$ cat src/rtl/i2c_eeprom_slave_ctrl.sv
// ---------------------------------------------------------------------------
// i2c_eeprom_slave_ctrl
//
// I2C slave protocol engine for the on-chip EEPROM.  SCL/SDA are oversampled
// in the clk domain, START/STOP are detected, and the controller sequences
// device-address match, word-address load, byte writes and sequential reads
// against a synchronous memory (read data valid 1 clk after an address change).
// ACK and read data leave through an open-drain enable.
//
// Parameters
//   DEV_ADDR     7-bit slave address
//   ADDR_W       memory word-address width (<= 8), taken from the low bits
//                of the word-address byte
//   PAGE_SIZE    write page length in bytes (power of two)
//   SYNC_STAGES  synchronizer depth on scl_in/sda_in
//
// Ports
//   clk        system clock (only clock)
//   rst_n      asynchronous active-low reset
//   scl_in     raw I2C clock pin
//   sda_in     raw I2C data pin
//   sda_oe     1 = pull SDA low, 0 = release
//   mem_addr   memory address pointer
//   mem_wdata  write byte
//   mem_we     one-cycle write strobe
//   mem_rdata  memory data at mem_addr
//   busy       high from address match until STOP or master NACK
//
// Build option
//   I2C_EEPROM_PAGE_WRAP_EN  when defined, write auto-increment rolls over
//                            inside the PAGE_SIZE-aligned page; reads always
//                            wrap over the whole array.
// ---------------------------------------------------------------------------
// state     | meaning
// ----------+---------------------------------------------------------------
// IDLE      | bus free, waiting for START
// DEVADDR   | shifting in the device-address byte
// ACK_DEV   | driving ACK for a matched device address
// WORDADDR  | shifting in the word-address byte
// ACK_WA    | driving ACK for the word address
// WRITE     | shifting in a data byte to be written
// ACK_WR    | driving ACK for a written byte
// READ      | shifting a memory byte out on SDA
// RACK      | master ACK/NACK slot after a read byte
// IGNORE    | not addressed / after NACK, waiting for START or STOP
// ---------------------------------------------------------------------------
module i2c_eeprom_slave_ctrl #(
   parameter logic [6:0] DEV_ADDR    = 7'h50,
   parameter int         ADDR_W      = 8,
   parameter int         PAGE_SIZE   = 8,
   parameter int         SYNC_STAGES = 2
) (
   input  logic              clk,
   input  logic              rst_n,
   input  logic              scl_in,
   input  logic              sda_in,
   output logic              sda_oe,
   output logic [ADDR_W-1:0] mem_addr,
   output logic [7:0]        mem_wdata,
   output logic              mem_we,
   input  logic [7:0]        mem_rdata,
   output logic              busy
);

   typedef enum logic [3:0] {
      IDLE,
      DEVADDR,
      ACK_DEV,
      WORDADDR,
      ACK_WA,
      WRITE,
      ACK_WR,
      READ,
      RACK,
      IGNORE
   } state_t;

   localparam logic [ADDR_W-1:0] PAGE_MASK = ADDR_W'(PAGE_SIZE - 1);
`ifdef I2C_EEPROM_PAGE_WRAP_EN
   // only the in-page offset bits roll over on a write increment
   localparam logic [ADDR_W-1:0] WR_WRAP_MASK = PAGE_MASK;
`else
   // every address bit rolls over: linear increment across the whole array
   localparam logic [ADDR_W-1:0] WR_WRAP_MASK = PAGE_MASK | ~PAGE_MASK;
`endif

   // ------------------------------------------------------------------
   // pin synchronizers + history flops
   // ------------------------------------------------------------------
   logic [SYNC_STAGES-1:0] scl_sync;
   logic [SYNC_STAGES-1:0] sda_sync;
   logic                   scl_d;
   logic                   sda_d;
   logic                   s_scl;
   logic                   s_sda;

   // reset to the idle-bus level so release from reset creates no edges
   always_ff @(posedge clk or negedge rst_n) begin
      if (!rst_n) begin
         scl_sync <= '1;
         sda_sync <= '1;
         scl_d    <= 1'b1;
         sda_d    <= 1'b1;
      end else begin
         scl_sync[0] <= scl_in;
         sda_sync[0] <= sda_in;
         for (int i = 1; i < SYNC_STAGES; i++) begin
            scl_sync[i] <= scl_sync[i-1];
            sda_sync[i] <= sda_sync[i-1];
         end
         scl_d <= s_scl;
         sda_d <= s_sda;
      end
   end

   assign s_scl = scl_sync[SYNC_STAGES-1];
   assign s_sda = sda_sync[SYNC_STAGES-1];

   logic scl_rise;
   logic scl_fall;
   logic start;
   logic stop;

   assign scl_rise = s_scl & ~scl_d;
   assign scl_fall = ~s_scl & scl_d;
   assign start    = s_scl & sda_d & ~s_sda;
   assign stop     = s_scl & ~sda_d & s_sda;

   // ------------------------------------------------------------------
   // address increment
   // ------------------------------------------------------------------
   logic [ADDR_W-1:0] addr_inc;
   logic [ADDR_W-1:0] addr_wr_next;

   assign addr_inc     = mem_addr + ADDR_W'(1);
   assign addr_wr_next = (mem_addr & ~WR_WRAP_MASK) | (addr_inc & WR_WRAP_MASK);

   // ------------------------------------------------------------------
   // protocol FSM
   // ------------------------------------------------------------------
   state_t     state;
   logic [7:0] shreg;
   logic [3:0] bit_cnt;
   logic       rw;
   logic       wr_inc_pend;
   logic       byte_done;

   // the 8th bit has been sampled and SCL is falling into the ACK slot
   assign byte_done = scl_fall && (bit_cnt == 4'd8);

   always_ff @(posedge clk or negedge rst_n) begin
      if (!rst_n) begin
         state       <= IDLE;
         shreg       <= 8'h00;
         bit_cnt     <= 4'd0;
         rw          <= 1'b0;
         wr_inc_pend <= 1'b0;
         sda_oe      <= 1'b0;
         mem_addr    <= '0;
         mem_wdata   <= 8'h00;
         mem_we      <= 1'b0;
         busy        <= 1'b0;
      end else begin
         mem_we <= 1'b0;

         // write pointer advances the clk after the strobe
         if (wr_inc_pend) begin
            mem_addr    <= addr_wr_next;
            wr_inc_pend <= 1'b0;
         end

         if (stop) begin
            state  <= IDLE;
            sda_oe <= 1'b0;
            busy   <= 1'b0;
         end else if (start) begin
            // repeated start keeps mem_addr so a random read can follow
            state   <= DEVADDR;
            bit_cnt <= 4'd0;
            sda_oe  <= 1'b0;
         end else begin
            case (state)
               IDLE: begin
               end

               DEVADDR: begin
                  if (scl_rise) begin
                     shreg   <= {shreg[6:0], s_sda};
                     bit_cnt <= bit_cnt + 4'd1;
                  end else if (byte_done) begin
                     bit_cnt <= 4'd0;
                     if (shreg[7:1] == DEV_ADDR) begin
                        state  <= ACK_DEV;
                        rw     <= shreg[0];
                        busy   <= 1'b1;
                        sda_oe <= 1'b1;
                     end else begin
                        state <= IGNORE;
                        busy  <= 1'b0;
                     end
                  end
               end

               ACK_DEV: begin
                  if (scl_fall) begin
                     if (rw) begin
                        state   <= READ;
                        shreg   <= mem_rdata;
                        sda_oe  <= ~mem_rdata[7];
                        bit_cnt <= 4'd0;
                     end else begin
                        state  <= WORDADDR;
                        sda_oe <= 1'b0;
                     end
                  end
               end

               WORDADDR: begin
                  if (scl_rise) begin
                     shreg   <= {shreg[6:0], s_sda};
                     bit_cnt <= bit_cnt + 4'd1;
                  end else if (byte_done) begin
                     bit_cnt  <= 4'd0;
                     mem_addr <= shreg[ADDR_W-1:0];
                     sda_oe   <= 1'b1;
                     state    <= ACK_WA;
                  end
               end

               ACK_WA: begin
                  if (scl_fall) begin
                     sda_oe <= 1'b0;
                     state  <= WRITE;
                  end
               end

               WRITE: begin
                  if (scl_rise) begin
                     shreg   <= {shreg[6:0], s_sda};
                     bit_cnt <= bit_cnt + 4'd1;
                  end else if (byte_done) begin
                     bit_cnt     <= 4'd0;
                     mem_wdata   <= shreg;
                     mem_we      <= 1'b1;
                     wr_inc_pend <= 1'b1;
                     sda_oe      <= 1'b1;
                     state       <= ACK_WR;
                  end
               end

               ACK_WR: begin
                  if (scl_fall) begin
                     sda_oe <= 1'b0;
                     state  <= WRITE;
                  end
               end

               // shreg[7] is already on the bus; each fall shifts the next
               // bit up, and the fall after the 8th rise frees the ACK slot
               READ: begin
                  if (scl_rise) begin
                     bit_cnt <= bit_cnt + 4'd1;
                  end else if (scl_fall) begin
                     if (bit_cnt == 4'd8) begin
                        bit_cnt <= 4'd0;
                        sda_oe  <= 1'b0;
                        state   <= RACK;
                     end else begin
                        shreg  <= {shreg[6:0], 1'b0};
                        sda_oe <= ~shreg[6];
                     end
                  end
               end

               // a fall in RACK can only follow an ACKed 9th rise, by which
               // time mem_rdata already reflects the incremented address
               RACK: begin
                  if (scl_rise) begin
                     if (!s_sda) begin
                        mem_addr <= addr_inc;
                     end else begin
                        state  <= IGNORE;
                        busy   <= 1'b0;
                        sda_oe <= 1'b0;
                     end
                  end else if (scl_fall) begin
                     state   <= READ;
                     shreg   <= mem_rdata;
                     sda_oe  <= ~mem_rdata[7];
                     bit_cnt <= 4'd0;
                  end
               end

               IGNORE: begin
               end

               default: begin
                  state  <= IDLE;
                  sda_oe <= 1'b0;
                  busy   <= 1'b0;
               end
            endcase
         end
      end
   end

endmodule

$ cat config.mk
export PLATFORM = sky130hd
export DESIGN_NAME = i2c_eeprom_slave_ctrl
export DESIGN_NICKNAME = d
export VERILOG_FILES = /design/src/rtl/i2c_eeprom_slave_ctrl.sv
export SDC_FILE = /design/constraint.sdc
export NUM_CORES = 1
export LEC_CHECK = 0
export ABC_AREA = 1
export CAP_MARGIN = 20
export CORE_UTILIZATION = 55
export CTS_CLUSTER_SIZE = 24
export DETAILED_ROUTE_END_ITERATION = 7
export HOLD_SLACK_MARGIN = 0.12
export PLACE_DENSITY = 0.87
export RECOVER_POWER = 25
export SETUP_SLACK_MARGIN = 0.1
export SLEW_MARGIN = 20
export SYNTH_ARGS = -nofsm -noshare
export SYNTH_HDL_FRONTEND = slang
export SYNTH_SLANG_ARGS = --single-unit
$ cat constraint.sdc
create_clock -name clk -period 4.46 [get_ports clk]
set_clock_uncertainty 0.1 [all_clocks]
set_input_delay 0.892 -clock clk [delete_from_list [all_inputs] [get_ports clk]]
set_output_delay 0.892 -clock clk [all_outputs]
set_load 0.02 [all_outputs]
* Word-level counts from Yosys, hierarchy flattened
Cells that the tools add are included.
** Word-level totals
- Register bits after elaboration :: 42
- Word-level logic and storage cells :: 171
- Output and inout port bits :: 19
- Input bits :: 12
** Cells by class
- Add/sub/neg operators :: 2
- Eq/ne operators :: 49
- Reduce and logical (&&, ||, !) cells :: 16
- Multiplexer cells :: 76
- Bitwise gates (word level) :: 15
** Operator list (count)
- $mux 8 :: 15
- $mux 4 :: 27
- $ne 4x4->1 const B :: 13
- $pmux 4 s8 :: 1
- $pmux 8 s4 :: 1
- $mux 1 :: 27
- $ne 3x3->1 const B :: 8
- $eq 4x3->1 const B :: 4
- $pmux 4 s4 :: 1
- $pmux 8 s2 :: 1
- $ne 2x2->1 const B :: 7
- $reduce_and 14->1 :: 1
- $eq 4x4->1 const B :: 3
- $ne 4x1->1 const B :: 3
- $reduce_and 12->1 :: 1
- $reduce_and 6->1 :: 2
- $reduce_and 11->1 :: 1
- $ne 5x5->1 const B :: 2
- $not 1->1 :: 9
- $reduce_and 9->1 :: 1
- $add 8x1->8 const B :: 1
- $eq 4x2->1 const B :: 2
- $reduce_or 8->1 :: 1
- $eq 7x7->1 const B :: 1
- other kinds (16) :: 25

* Logic depth before layout (Yosys ltp)
Gate-level depths: netlist (run 1).
- Depth after elaboration :: 8
- Gate-level depth with buffers :: 13

* Worst setup path before layout (run 1)
OpenSTA, ideal clock, no wires.
- Path type :: reg-to-reg
- Start :: register scl_d
- End :: register bit_cnt[2]
- Setup slack :: 2.596 ns
- Required time :: 4.243 ns
- Setup time :: 0.117 ns
- Clock period less this slack :: 1.864 ns
- Buffers on the path :: 1
- Arrival :: 1.646 ns
- Stages on the path, launching flop included :: 12
- Cell sequence :: dfstp_2 inv_1 ha_1 inv_2 buf_2 nor2_1 inv_2 nand2_1 a21oi_1 nand2_2 nand2_1 nand2_1
** On the way
- Cells in the longest elaborated chain, start to end :: 5
** RTL lines
- from (decl) :: line 92 : logic scl_d;
- from (signal assigned) :: line 111 : scl_d <= s_scl;
- $not 1->1 :: line 124 : assign scl_rise = s_scl & ~scl_d;
- $and 1x1->1 :: line 124
- $mux 4, on equally long branches :: line 261, 219
- $pmux 4 s4 :: line 182 : case (state)
- $mux 4 :: line 176 : end else if (start) begin
- to (signal assigned) :: line 189 : bit_cnt <= bit_cnt + 4'd1;
- to (signal assigned) :: line 221 : bit_cnt <= bit_cnt + 4'd1;
- to (signal assigned) :: line 262 : bit_cnt <= bit_cnt + 4'd1;
- to (decl) :: line 143 : logic [3:0] bit_cnt;
Parallel ways exist; a longest one is shown, timed or not.
A chain may end at the register's enable or synchronous reset.

==> flow_summary.toml, run 1 <==
[cts]
cts_hold_buf = 0
cts_buffers = 5
tritoncts = "yes"
clk_pin_slew_ns = 0.07
cts_resized = 0
post_cts_buffers = 0
cts_htree_levels = 2
clk_latency_ns = 0.29
clock_sinks = 42
clockRootBuffer = "clkbuf_8"
clk_path_buf_depth = 2

[power_and_ir_drop]
leakage_uw = 0.00165
power_density_nw_per_um2 = 449
ir_worst_vdd_v = 0.000351

[setup_path]
start_kind = "input port"
slowest_delay_ns = 1.55
required_ns = 4.30
cp_max_fo = 42
crit_slowest_cell = "clkbuf_1"
crit_path_end_kind = "async pin"
worstSetupStartpoint = "rst_n"
critical-path-top-delay-family = "buffers and inverters"
critPathKind = "input port to async pin"
path_cells = "clkbuf_1"
worst-path-buf-inv = 1
timing.rr.start = "sda_d"
worstPathArrival_ns = 2.48

[layout]
layout_commonest_cell = "nand2_1"
n_antenna_cell = 0
final_area_um2 = 3330
utilization = 0.656
areaGrowthSynthToFinish_pct = 14.9
layout.nets = 462
layout_common_cells = "nand2_1 (126), inv_1 (51), o21ai_0 (40)"
drive_gt1_frac = 0.0989

[drt]
post_drt_via_cell_ratio = 5.72
ant_nets = 0
first_iter_violations = 282
totalWireLength_um = 7350
routedWlPerCell_um = 14.3
dr.pass1.iters = 5
vias = 2948
drc_errors = 0

[timing]
period_needed_ns = 2.63
timing.setup.tns_ns = 0
finalCritPeriodShare = 0.590
clock.fmax_ghz = 0.380
worst_pin_slew_ns = 2.23
setup_viol = 0
report.final.slew_viol_count = 43
hold_viol = 0
rsz0062_at_grt = "no"
slew_headroom = -0.484

[placement]
dp_hpwl_um = 5440
placed_area_um2 = 3220
portBuffers = 30
place_congestion = 0.972

[yosys]
synth_top_area_cell = "dfrtp_1"
syn-cell-area_um2 = 2900
ys_warn_count = 0
ys.flop_type = "dfrtp_1"
synth.ff_latch_count = 42
yosys-top-cells-area = "dfrtp_1 (31%), nand2_1 (16%), o21ai_0 (6.9%), inv_1 (6.6%), dfstp_2 (5.4%)"
synth.yosys.seq_area_share = 0.365
async_reset_ff_frac = 1.00
synth.top_cell.area_share = 0.311
synth.distinct_cells = 34
syn_nets = 434
syn_avg_cell_area_um2 = 6.95
synth_cells = 417
synth_edf_count = 0

[run_status]
status = "complete, but fails checks"
failed_checks = "capacitance limit, slew limit"

[die]
die_w_um = 74.6
start_util = 0.571
io_pins = 31
dieArea_um2 = 5560
rows = 26
fp.dieH_um = 74.6
coreArea_um2 = 5070

[global_route]
grt_max_degree = 43
grt_pass1_wl_um = 11800
grt_antenna_before_repair = 0
grt_pass1_vias = 2463
globalRouteTotalUtil = 0.285
gr-total-overflow = 0

[worst_hold_path]
worstHoldPathType = "flop to flop"
holdCritStartpoint = "scl_sync[0]"

[flow_run]
max-cap-violations = 1
## worst paths after layout
check,to,slack [ns],cells after the start
worst max register to register,mem_wdata[0],2.15,9
min in group asynchronous,bit_cnt[2],1.14,1
max in group clk,mem_we,1.84,1
worst min-delay path,scl_sync[1],0.27,0
worst min register to register,scl_sync[1],0.27,0
worst max-delay path,bit_cnt[1],1.83,1
## cells by family (layout without fill, tap and decap cells)
family / Yosys count / in the layout / synth area share
AOI/OAI and AO/OA: 83 / 83 / 0.168
adders and majority gates: 5 / 5 / 0.0216
xor gates and xnor gates: 4 / 4 / 0.0121
buffers and inverters: 68 / 96 / 0.0989
DFF: 42 / 42 / 0.365
and+or+nand+nor: 215 / 215 / 0.334
## per-stage QoR
stage / instances / hold slack, ns / setup WS [ns] / power (uW)
after floorplan: 417 / 0.245 / 2.60 / 993
after global placement: 508 / 0.246 / 2.21 / 1160
after detailed placement: 508 / 0.251 / 2.17 / 1180
after CTS: 515 / 0.262 / 1.84 / 1490
after global routing: 515 / 0.270 / 1.30 / 1600
final: 515 / 0.266 / 1.83 / 1500
## sequential cells by signal, indices dropped and copies added, names as in the netlist
name,count
sda_oe,1
sda_d,1
shreg,8
mem_addr,8
scl_sync,2
scl_d,1
sda_sync,2
busy,1
state,4
bit_cnt,4
rw,1
mem_wdata,8
wr_inc_pend,1
## metal layers
layer | global-route usage | wire, um
met1 | 0.411 | 3250
met2 | 0.440 | 3350
met3 | 0.0339 | 618
met4 | 0.109 | 130
met5 | 0 | 0
## synth_stat cells (6+ instances only)
| library cell | number |
|---|---|
| o21ai_2 | 9 |
| nand2_1 | 126 |
| nand2_2 | 6 |
| nand3_1 | 31 |
| a21oi_1 | 13 |
| dfstp_2 | 6 |
| nor2_1 | 29 |
| dfrtp_1 | 36 |
| inv_1 | 51 |
| nand4_1 | 7 |
| inv_2 | 7 |
| o21ai_0 | 40 |
| o211ai_1 | 8 |
## report_power, final
part	total [uW]	internal (uW)	switching (uW)
logic	680	201	479
clock network	308	179	129
registers	508	445	62.5
## cell type report
type	instances	area, um^2
multi-input cells	307	1550
clock inverters	1	30.0
repair buffers	30	294
flip-flops and latches	42	1060
inverters	59	224
clock buffers	6	82.6
well taps	70	87.6
fillers	484	1750
Power figures use the tool's default switching activity.
==> inputs of run 2 (changes only) <==
- clock period: 4.46 -> 2.5 ns (I/O delays scaled with it)
==> run 2 against run 1 <==
Critical path depth rose by 10. The flow now finishes without violations. Core utilization increased by 0.89 points. Sequential share of layout area is 0.42 points lower. Clock-buffer cell count down 1. First-iteration DRC count increased by 19%. Critical path type is now flop to flop.
==> flow_summary.toml, run 2 (synthesis results as in run 1) <==
[setup_path]
ff2ff_setup_slack_ns = 0.38
crit_path_frequent_cell = "nand2_1"
crit_slowest_cell = "dfstp_1"
critPathKind = "flop to flop"
crit_path_end_kind = "flop"
r2r_end = "mem_addr[7]"
slowest_delay_ns = 0.64
worstPathArrival_ns = 2.26
cp_max_fo = 11
timing.rr.start = "scl_sync[1]"
worst-path-buf-inv = 3
required_ns = 2.65
start_kind = "flop"
r2r_cells = 11
path_cells = "ha_1 > inv_2 > nor2_1 > nand2_2 > inv_1 > nand3_1 > o21ai_0 > inv_1 > nand2_1 > nand2_1 > nand2_1"
critical-path-top-delay-family = "simple AND/OR/NAND/NOR gates"

[placement]
place_inst = 512
dp_hpwl_um = 5530
portBuffers = 30
place_congestion = 0.936

[worst_hold_path]
worstHoldPathType = "flop to flop"
worstHoldPathCells = 0
whs_endpoint = "sda_sync[1]"
holdCritStartpoint = "sda_sync[0]"

[die]
start_util = 0.571
io_pins = 31
fp.dieH_um = 74.6
dieArea_um2 = 5560
rows = 26
coreArea_um2 = 5070
die_w_um = 74.6

[flow_run]
max-cap-violations = 0

[cts]
clk_path_buf_depth = 2
clk_pin_slew_ns = 0.09
tritoncts = "yes"
clockRootBuffer = "clkbuf_8"
cts_resized = 0
post_cts_buffers = 0
clk_latency_ns = 0.30
cts_buffers = 5
cts_htree_levels = 2
clock_sinks = 42
cts_hold_buf = 1

[global_route]
globalRouteTotalUtil = 0.280
grt_pass1_wl_um = 11800
grt_pass1_vias = 2458
gr-total-overflow = 0
grt.busiest_layer = "met2"
met2_usage = 0.438
grt_antenna_before_repair = 0
met3_usage = 0.0407
grt_max_degree = 20
met1_usage = 0.413

[layout]
layout_common_cells = "nand2_1 (126), inv_1 (51), o21ai_0 (40)"
layout.nets = 467
areaGrowthSynthToFinish_pct = 16.5
utilization = 0.665
n_antenna_cell = 0
final_cells = 521
drive_gt1_frac = 0.109
top_regs = "mem_addr (8), mem_wdata (8), shreg (8)"
layout_commonest_cell = "nand2_1"

[timing]
timing.setup.tns_ns = 0
setup_viol = 0
finalCritPeriodShare = 0.847
rsz0062_at_grt = "no"
hold_viol = 0
clock.fmax_ghz = 0.472
period_needed_ns = 2.12
worst_pin_slew_ns = 0.767
report.final.slew_viol_count = 0
slew_headroom = 0.489

[drt]
routedWlPerCell_um = 14.0
post_drt_via_cell_ratio = 5.64
totalWireLength_um = 7280
dr.pass1.iters = 6
drc_errors = 0
ant_nets = 0
first_iter_violations = 335
vias = 2938

[power_and_ir_drop]
clkPwrFrac = 0.212
seqPwrFrac = 0.336
power_frac_comb = 0.452
switchingPower_uw = 1220
leakage_uw = 0.00167
power_density_nw_per_um2 = 795
power.switching_fraction = 0.456
p_int_uw = 1460
ir_worst_vdd_v = 0.000529

[run_status]
status = "finished, final reports clean"
-- run 2: how the worst max path moves through the flow --
stage / startpoint / depth (start not counted) / endpoint / slack [ns]
floorplan: scl_d / 11 / bit_cnt[2] / 0.64
global placement: scl_d / 9 / shreg[6] / 0.47
detailed placement: scl_d / 9 / shreg[6] / 0.47
CTS: scl_d / 9 / shreg[6] / 0.43
global route: scl_sync[1] / 11 / mem_addr[7] / 0.18
finish: scl_sync[1] / 11 / mem_addr[7] / 0.38
-- run 2: metal layers --
metal	part of all wire	wire, um
met5	0	0
met4	0.011	78
met1	0.45	3300
met2	0.46	3380
met3	0.072	521
-- run 2: worst reg2reg max path, stage by stage (launching register included) --
cell     delay [ns]
dfstp_1        0.64
ha_1           0.23
inv_2          0.11
nor2_1         0.36
nand2_2        0.19
inv_1          0.09
nand3_1        0.07
o21ai_0        0.07
inv_1          0.05
nand2_1        0.06
nand2_1        0.04
nand2_1        0.06
-- run 2: layout make-up --
| class | instances | area (um^2) |
|---|---|---|
| repair buffers | 35 | 334 |
| well taps | 70 | 87.6 |
| inverters | 59 | 224 |
| fillers | 457 | 1700 |
| clock buffers | 5 | 68.8 |
| multi-input cells | 307 | 1550 |
| clock inverters | 3 | 48.8 |
| flip-flops and latches | 42 | 1060 |
-- run 2: through the flow --
| step | power, uW | area, um^2 | hold WS (ns) | worst slack (ns) |
|---|---|---|---|---|
| after floorplan | 1770 | 2900 | 0.104 | 0.636 |
| after global placement | 2070 | 3250 | 0.247 | 0.474 |
| after detailed placement | 2090 | 3250 | 0.248 | 0.467 |
| after CTS | 2660 | 3370 | 0.260 | 0.430 |
| after global routing | 2870 | 3370 | 0.267 | 0.176 |
| final | 2680 | 3370 | 0.264 | 0.382 |
-- run 2: power by group through the flow --
| stage | registers (uW) | clock network, uW | logic [uW] |
|---|---|---|---|
| 4_1_cts | 900 | 576 | 1190 |
| 5_1_grt | 918 | 602 | 1350 |
| 3_3_place_gp | 909 | 0 | 1160 |
| 3_5_place_dp | 914 | 0 | 1180 |
| 2_1_floorplan | 906 | 0 | 866 |
| 6_report | 903 | 568 | 1210 |
